===== src/rtl/masked_share_encoder.sv =====
// Boolean masking front end: splits X/Y into two shares with fresh randomness,
// refreshes them REFRESH_ROUNDS times and hands x0/x1/y0/y1 to a masked AND gadget.
module masked_share_encoder #(
   parameter int WIDTH          = 4,
   parameter int REFRESH_ROUNDS = 1,
   parameter int CNT_W          = 16
) (
   input  logic                 clk,
   input  logic                 rst_n,
   input  logic                 in_valid,
   output logic                 in_ready,
   input  logic [WIDTH-1:0]     x,
   input  logic [WIDTH-1:0]     y,
   input  logic                 rnd_valid,
   output logic                 rnd_ready,
   input  logic [2*WIDTH-1:0]   rnd,
   output logic                 out_valid,
   input  logic                 out_ready,
   output logic [WIDTH-1:0]     x0,
   output logic [WIDTH-1:0]     x1,
   output logic [WIDTH-1:0]     y0,
   output logic [WIDTH-1:0]     y1,
   output logic [CNT_W-1:0]     rnd_cnt
);

   typedef enum logic [2:0] {
      IDLE, LOAD_RND, COMBINE, REFRESH, LATCH, RELEASE, OUT
   } state_e;

   state_e state_q, state_d;
   logic   init_q, init_d;

   logic [WIDTH-1:0] xs_q, xs_d, ys_q, ys_d;
   logic [WIDTH-1:0] sx0_q, sx0_d, sx1_q, sx1_d, sy0_q, sy0_d, sy1_q, sy1_d;
   logic [WIDTH-1:0] ox0_q, ox0_d, ox1_q, ox1_d, oy0_q, oy0_d, oy1_q, oy1_d;
   logic [2:0]       round_q, round_d;
   logic [CNT_W-1:0] rnd_cnt_q, rnd_cnt_d;

   logic [WIDTH-1:0] rx, ry;
   logic             in_fire, rnd_fire, out_fire, last_round;

   assign rx = rnd[WIDTH-1:0];
   assign ry = rnd[2*WIDTH-1:WIDTH];

   // in_ready stays low until the first edge after reset release.
   assign in_ready  = init_q && (state_q == IDLE);
   assign rnd_ready = (state_q == LOAD_RND) || (state_q == REFRESH);
   assign out_valid = (state_q == OUT);

   assign in_fire    = in_valid  && in_ready;
   assign rnd_fire   = rnd_valid && rnd_ready;
   assign out_fire   = out_valid && out_ready;
   assign last_round = (({1'b0, round_q} + 4'd1) == 4'(REFRESH_ROUNDS));

   // Output registers are loaded one cycle before OUT, so they are masked here.
   assign x0      = (state_q == OUT) ? ox0_q : '0;
   assign x1      = (state_q == OUT) ? ox1_q : '0;
   assign y0      = (state_q == OUT) ? oy0_q : '0;
   assign y1      = (state_q == OUT) ? oy1_q : '0;
   assign rnd_cnt = rnd_cnt_q;

   always_comb begin
      // NOTE: every _d gets its hold value first, so no branch can infer a latch.
      state_d   = state_q;
      init_d    = 1'b1;
      xs_d      = xs_q;
      ys_d      = ys_q;
      sx0_d     = sx0_q;
      sx1_d     = sx1_q;
      sy0_d     = sy0_q;
      sy1_d     = sy1_q;
      ox0_d     = ox0_q;
      ox1_d     = ox1_q;
      oy0_d     = oy0_q;
      oy1_d     = oy1_q;
      round_d   = round_q;
      rnd_cnt_d = rnd_cnt_q;

      if (rnd_fire && (rnd_cnt_q != '1)) rnd_cnt_d = rnd_cnt_q + CNT_W'(1);

      case (state_q)
         IDLE: begin
            if (in_fire) begin
               xs_d    = x;
               ys_d    = y;
               round_d = '0;
               state_d = LOAD_RND;
            end
         end
         LOAD_RND: begin
            if (rnd_fire) begin
               sx1_d   = rx;
               sy1_d   = ry;
               state_d = COMBINE;
            end
         end
         COMBINE: begin
            // The only secret/share cross-term; it lands in sx0/sy0 and the secrets die here.
            sx0_d   = xs_q ^ sx1_q;
            sy0_d   = ys_q ^ sy1_q;
            xs_d    = '0;
            ys_d    = '0;
            state_d = (REFRESH_ROUNDS == 0) ? LATCH : REFRESH;
         end
         REFRESH: begin
            if (rnd_fire) begin
               sx0_d   = sx0_q ^ rx;
               sx1_d   = sx1_q ^ rx;
               sy0_d   = sy0_q ^ ry;
               sy1_d   = sy1_q ^ ry;
               round_d = round_q + 3'd1;
               if (last_round) state_d = LATCH;
            end
         end
         LATCH: begin
            ox0_d   = sx0_q;
            ox1_d   = sx1_q;
            oy0_d   = sy0_q;
            oy1_d   = sy1_q;
            sx0_d   = '0;
            sx1_d   = '0;
            sy0_d   = '0;
            sy1_d   = '0;
            state_d = RELEASE;
         end
         RELEASE: state_d = OUT;
         OUT: begin
            if (out_fire) begin
               ox0_d   = '0;
               ox1_d   = '0;
               oy0_d   = '0;
               oy1_d   = '0;
               state_d = IDLE;
            end
         end
         default: state_d = IDLE;
      endcase
   end

   // NOTE: state is updated with non-blocking assignments so every flop samples pre-edge values.
   always_ff @(posedge clk or negedge rst_n) begin
      if (!rst_n) begin
         state_q   <= IDLE;
         init_q    <= 1'b0;
         xs_q      <= '0;
         ys_q      <= '0;
         sx0_q     <= '0;
         sx1_q     <= '0;
         sy0_q     <= '0;
         sy1_q     <= '0;
         ox0_q     <= '0;
         ox1_q     <= '0;
         oy0_q     <= '0;
         oy1_q     <= '0;
         round_q   <= '0;
         rnd_cnt_q <= '0;
      end else begin
         state_q   <= state_d;
         init_q    <= init_d;
         xs_q      <= xs_d;
         ys_q      <= ys_d;
         sx0_q     <= sx0_d;
         sx1_q     <= sx1_d;
         sy0_q     <= sy0_d;
         sy1_q     <= sy1_d;
         ox0_q     <= ox0_d;
         ox1_q     <= ox1_d;
         oy0_q     <= oy0_d;
         oy1_q     <= oy1_d;
         round_q   <= round_d;
         rnd_cnt_q <= rnd_cnt_d;
      end
   end

endmodule


===== config.mk =====
export PLATFORM = sky130hd
export DESIGN_NAME = masked_share_encoder
export DESIGN_NICKNAME = d
export VERILOG_FILES = /design/src/rtl/masked_share_encoder.sv
export SDC_FILE = /design/constraint.sdc
export NUM_CORES = 1
export LEC_CHECK = 0
export CORE_MARGIN = 3
export CORE_UTILIZATION = 45
export CTS_CLUSTER_SIZE = 14
export DETAILED_ROUTE_END_ITERATION = 10
export PLACE_DENSITY = 0.72
export SLEW_MARGIN = 10
export SYNTH_ARGS = -nofsm -noshare
export SYNTH_HDL_FRONTEND = slang
export SYNTH_SLANG_ARGS = --single-unit

===== constraint.sdc =====
create_clock -name clk -period 1.5 [get_ports clk]
set_input_delay 0.45 -clock clk [delete_from_list [all_inputs] [get_ports clk]]
set_output_delay 0.45 -clock clk [all_outputs]
set_load 0.01 [all_outputs]

==> impl_summary.txt <==
----------------------------------------------------
[Power]
  Net switching power ... 3.38 mW
  Worst VDD drop ... 1.10 mV
  Cell leakage power ... 2.45 nW
  Clock network fraction of design power ... 18.7%
  Part of the power in registers ... 33.0%
  Net switching share of the total power ... 37.9%
  Combinational cell fraction of total power ... 48.2%
  Total power divided by cell area ... 1710 nW/um^2
  Cell internal pwr ... 5.54 mW

[Worst setup path]
  Required @ worst endpoint ... 1.05 ns
  Critical path capture point type ... output port
  Critical path arrival ... 1.47 ns
  Critical Path Slowest Stage Cell ... sky130_fd_sc_hd__dfrtp_1
  Critical path buffers and inverters ... 4
  Biggest cell delay along the critical path ... 0.40 ns
  Cell chain of the critical path ... inv_2, and3_4, buf_6, buf_12, and2_4, buf_6
  Worst Setup Path Type ... flop to output port
  Top fanout value on the critical path ... 5
  Cell class contributing the biggest share of worst-path delay ... flip-flops
  Cell seen most often among critical-path stages ... sky130_fd_sc_hd__buf_6
  Startpoint Class ... flop

[GRT]
  Via count of the first global-routing pass ... 2994
  Wire length of the first global-routing pass ... 15.2 mm
  Global-route usage over all layers ... 23.5%
  Final global-route overflow total ... 0
  Pin count of the biggest net entering global routing ... 64
  Antenna violations before repair ... 0

[Routing]
  Antenna-violating nets left ... 0
  Avg Vias per Cell ... 5.74
  First-iteration detailed-routing DRC count ... 224
  Number of iterations in the first detailed-routing pass ... 4
  Total number of vias ... 3059
  Number of DRC violations after detailed routing ... 0
  Wirelength, routed ... 9.94 mm
  Post-detailed-route wirelength per cell ... 18.7 microns

[Synthesis]
  Mapped cell area ... 3240 sq um
  Synth Area per Inst ... 10.7 sq um
  Number of register bits inferred by synthesis ... 63
  Prevailing post-synth register cell ... sky130_fd_sc_hd__dfrtp_1
  Post-synth EDFFs ... 0
  Ys async rst share ... 100%
  Synth warnings ... 0
  Number of instances in the synthesized netlist ... 301
  Number of nets in the synthesized netlist ... 325
  Number of distinct library cell variants in the gate-level netlist after synthesis ... 54
  Portion of the post-synthesis area used by sequential elements ... 48.7%

[Hold path]
  Worst Hold Class ... input port to async pin

[Status]
  Failing checks ... setup timing
  Result of the run ... finished, violations left

[Clock network]
  Clock slew seen by the registers of the worst setup and hold paths ... 0.08 ns
  Clock latency of the later-clocked register in the worst-skew pair ... 0.35 ns
  Number of hold-repair buffers added at the cts stage ... 0
  TritonCTS clock tree ... built
  Clock net sink count ... 63
  Library cell used as clock root buffer ... sky130_fd_sc_hd__clkbuf_8
  Longest Clk Path Bufs ... 2
  Number of H-tree branching levels ... 3
  TritonCTS Buffers ... 9

[Timing]
  Final worst-path cycle share ... 128%
  Unrepaired setup endpoints after global routing ... true
  Final hold viol count ... 0
  Setup-failing EPs final ... 62
  Setup ws final ... -0.422 ns
  Clock period minus final worst setup slack ... 1.92 ns
  Fmax ... 520 MHz
  Max-slew violation count ... 0
  Skew final ... 0.0110 ns

[Placement]
  Total instance count after detailed placement ... 483
  Placer Congestion ... 0.801
  HPWL after detailed placement ... 5.38 mm
  Number of input and output port buffers inserted ... 55

[Floorplanning]
  Core Area ... 6870 sq um
  Initial cell density of the core ... 47.1%
  Io pins ... 56
  DIE WIDTH ... 90.8 microns
  Cell row count ... 30
  Die footprint ... 8240 sq um
  Die Y ... 90.8 microns

[Layout]
  Ratio of cells with drive above 1 in the final layout ... 49.4%
  Utilization of the core after routing ... 76.0%
  Antenna diode count ... 0
  Net count, final ... 456
  Final cell count without fillers ... 533
  Synthesis-to-layout area growth ... 61.3%

[Run]
  Max-capacitance violation count ... 0

----------------------------------------------------
-- per-stage QoR --
stage | setup slack (ns) | hold slack [ns] | area [sq um] | total power [mW] | TNS, ns
CTS | -0.410 | 0.121 | 5100 | 8.38 | -16.24
finish | -0.422 | 0.106 | 5220 | 8.91 | -14.90
global route | -0.473 | 0.126 | 5220 | 9.37 | -17.68
detailed placement | -0.536 | 0.476 | 4310 | 5.87 | -24.25
global placement | -0.499 | 0.475 | 4310 | 5.74 | -23.78
floorplan | -0.0397 | 0.154 | 3320 | 4.68 | -0.305
-- cell usage after synthesis, types with 2 or more instances --
| cell | number | area, sq um |
|---|---|---|
| sky130_fd_sc_hd__nor4_4 | 2 | 42.5 |
| sky130_fd_sc_hd__o21ai_0 | 12 | 60.1 |
| sky130_fd_sc_hd__o211ai_1 | 2 | 15.0 |
| sky130_fd_sc_hd__nor2b_1 | 2 | 12.5 |
| sky130_fd_sc_hd__or3_1 | 3 | 18.8 |
| sky130_fd_sc_hd__clkbuf_1 | 5 | 18.8 |
| sky130_fd_sc_hd__ha_1 | 3 | 37.5 |
| sky130_fd_sc_hd__mux2_1 | 2 | 22.5 |
| sky130_fd_sc_hd__a31oi_1 | 12 | 75.1 |
| sky130_fd_sc_hd__mux2i_1 | 8 | 80.1 |
| sky130_fd_sc_hd__nor3b_1 | 8 | 60.1 |
| sky130_fd_sc_hd__nand4_1 | 5 | 31.3 |
| sky130_fd_sc_hd__and2_1 | 20 | 125 |
| sky130_fd_sc_hd__dfrtp_1 | 63 | 1580 |
| sky130_fd_sc_hd__xnor2_1 | 3 | 26.3 |
| sky130_fd_sc_hd__nor3_1 | 4 | 20.0 |
| sky130_fd_sc_hd__o21ai_1 | 10 | 50.1 |
| sky130_fd_sc_hd__nor2_1 | 16 | 60.1 |
| sky130_fd_sc_hd__buf_2 | 6 | 30.0 |
| sky130_fd_sc_hd__and3_1 | 6 | 37.5 |
| sky130_fd_sc_hd__mux2_2 | 2 | 22.5 |
| sky130_fd_sc_hd__xor2_1 | 13 | 114 |
| sky130_fd_sc_hd__nand2b_1 | 2 | 12.5 |
| sky130_fd_sc_hd__a22o_1 | 33 | 289 |
| sky130_fd_sc_hd__nand2_1 | 11 | 41.3 |
| sky130_fd_sc_hd__buf_4 | 3 | 22.5 |
| sky130_fd_sc_hd__inv_1 | 6 | 22.5 |
| sky130_fd_sc_hd__a21oi_1 | 13 | 65.1 |
-- kinds of logic (layout without fill, tap and decap cells) --
group                    after synthesis  after routing  synth area share, %
other                                  1              1                0.116
flip-flops                            63             63                 48.7
multiplexers                          13             13                 4.33
AO/OA/AOI/OAI                         88             89                 18.9
AND/OR/NAND/NOR                       94             95                 19.0
XOR/XNOR                              16             16                 4.33
buffers and inverters                 23            157                 3.48
adder cells (fa/ha/maj)                3              3                 1.16
-- path summary, 6_finish.rpt --
check / start / to / slack (ns) / cells past startpoint
max: state_q[0] / x1[3] / -0.42 / 6
min: rst_n / oy0_q[3] / 0.11 / 2
max reg2reg: state_q[0] / sx0_q[0] / -0.32 / 7
min reg2reg: oy1_q[3] / oy1_q[3] / 0.49 / 1
max in group asynchronous: rst_n / rnd_cnt[4] / 1.10 / 2
min in group clk: oy1_q[3] / oy1_q[3] / 0.49 / 1
-- routing by layer --
layer	share of wire [%]	vias up	global-route usage [%]
li1	-	1380	-
met5	0	-	0
met3	5.2	24	5.00
met1	44	1541	30.6
met4	2.5	0	11.6
met2	49	114	37.1
-- state kept, by name (all words and copies together), names as in the netlist --
signal   cells
oy1_q        4
sy1_q        4
ox1_q        4
sy0_q        4
state_q      3
xs_q         4
sx0_q        4
round_q      3
init_q       1
oy0_q        4
ys_q         4
rnd_cnt     16
ox0_q        4
sx1_q        4
-- cell usage in the layout (no fill, tap or decap), types with 4 or more instances in the layout --
cell type / instances
sky130_fd_sc_hd__nand2_1: 9
sky130_fd_sc_hd__buf_4: 53
sky130_fd_sc_hd__a21oi_1: 9
sky130_fd_sc_hd__and2_1: 5
sky130_fd_sc_hd__inv_1: 5
sky130_fd_sc_hd__clkdlybuf4s50_1: 18
sky130_fd_sc_hd__clkbuf_2: 5
sky130_fd_sc_hd__a31oi_1: 6
sky130_fd_sc_hd__nand4_1: 5
sky130_fd_sc_hd__and2_4: 15
sky130_fd_sc_hd__dfrtp_1: 57
sky130_fd_sc_hd__a21oi_2: 4
sky130_fd_sc_hd__buf_2: 7
sky130_fd_sc_hd__o21ai_0: 5
sky130_fd_sc_hd__mux2i_1: 8
sky130_fd_sc_hd__xor2_1: 13
sky130_fd_sc_hd__clkbuf_8: 10
sky130_fd_sc_hd__buf_12: 7
sky130_fd_sc_hd__nor3b_1: 4
sky130_fd_sc_hd__a31oi_4: 4
sky130_fd_sc_hd__nor2_1: 10
sky130_fd_sc_hd__nor2_4: 6
sky130_fd_sc_hd__nor3b_2: 4
sky130_fd_sc_hd__o21ai_2: 11
sky130_fd_sc_hd__buf_6: 34
sky130_fd_sc_hd__dfrtp_2: 6
sky130_fd_sc_hd__o21ai_1: 6
sky130_fd_sc_hd__clkdlybuf4s15_1: 4
sky130_fd_sc_hd__a22o_1: 33
-- final cells by class --
| class | count | area [sq um] |
|---|---|---|
| clock buffer | 11 | 141 |
| tap | 96 | 120 |
| inverter | 7 | 31.3 |
| multi-input combinational | 217 | 1960 |
| clock inverter | 5 | 81.3 |
| fill | 413 | 1650 |
| timing repair buffer | 134 | 1300 |
| sequential | 63 | 1580 |
-- power groups by stage --
stage               clock network [mW]  registers (mW)  logic (mW)
CTS                               1.67            2.87        3.83
global route                      1.77            3.00        4.59
detailed placement                   0            2.92        2.95
finish                            1.67            2.95        4.30
floorplan                            0            2.85        1.83
global placement                     0            2.88        2.86
-- what timing repair did --
item	CTS	global route
pin swaps	54	17
setup endpoints to repair	77	90
resized for setup	208	45
buffers inserted	30	9
hold endpoints to repair	0	0
gates cloned	4	1
-- worst register-to-register path, stage by stage, from the launching register on --
cell                      delay (ns)
sky130_fd_sc_hd__dfrtp_1        0.40
sky130_fd_sc_hd__buf_4          0.14
sky130_fd_sc_hd__buf_8          0.12
sky130_fd_sc_hd__buf_6          0.12
sky130_fd_sc_hd__or3b_4         0.45
sky130_fd_sc_hd__o31a_4         0.20
sky130_fd_sc_hd__o21ai_2        0.17
sky130_fd_sc_hd__o21ai_2        0.09
(Power assumes the default switching activity.)
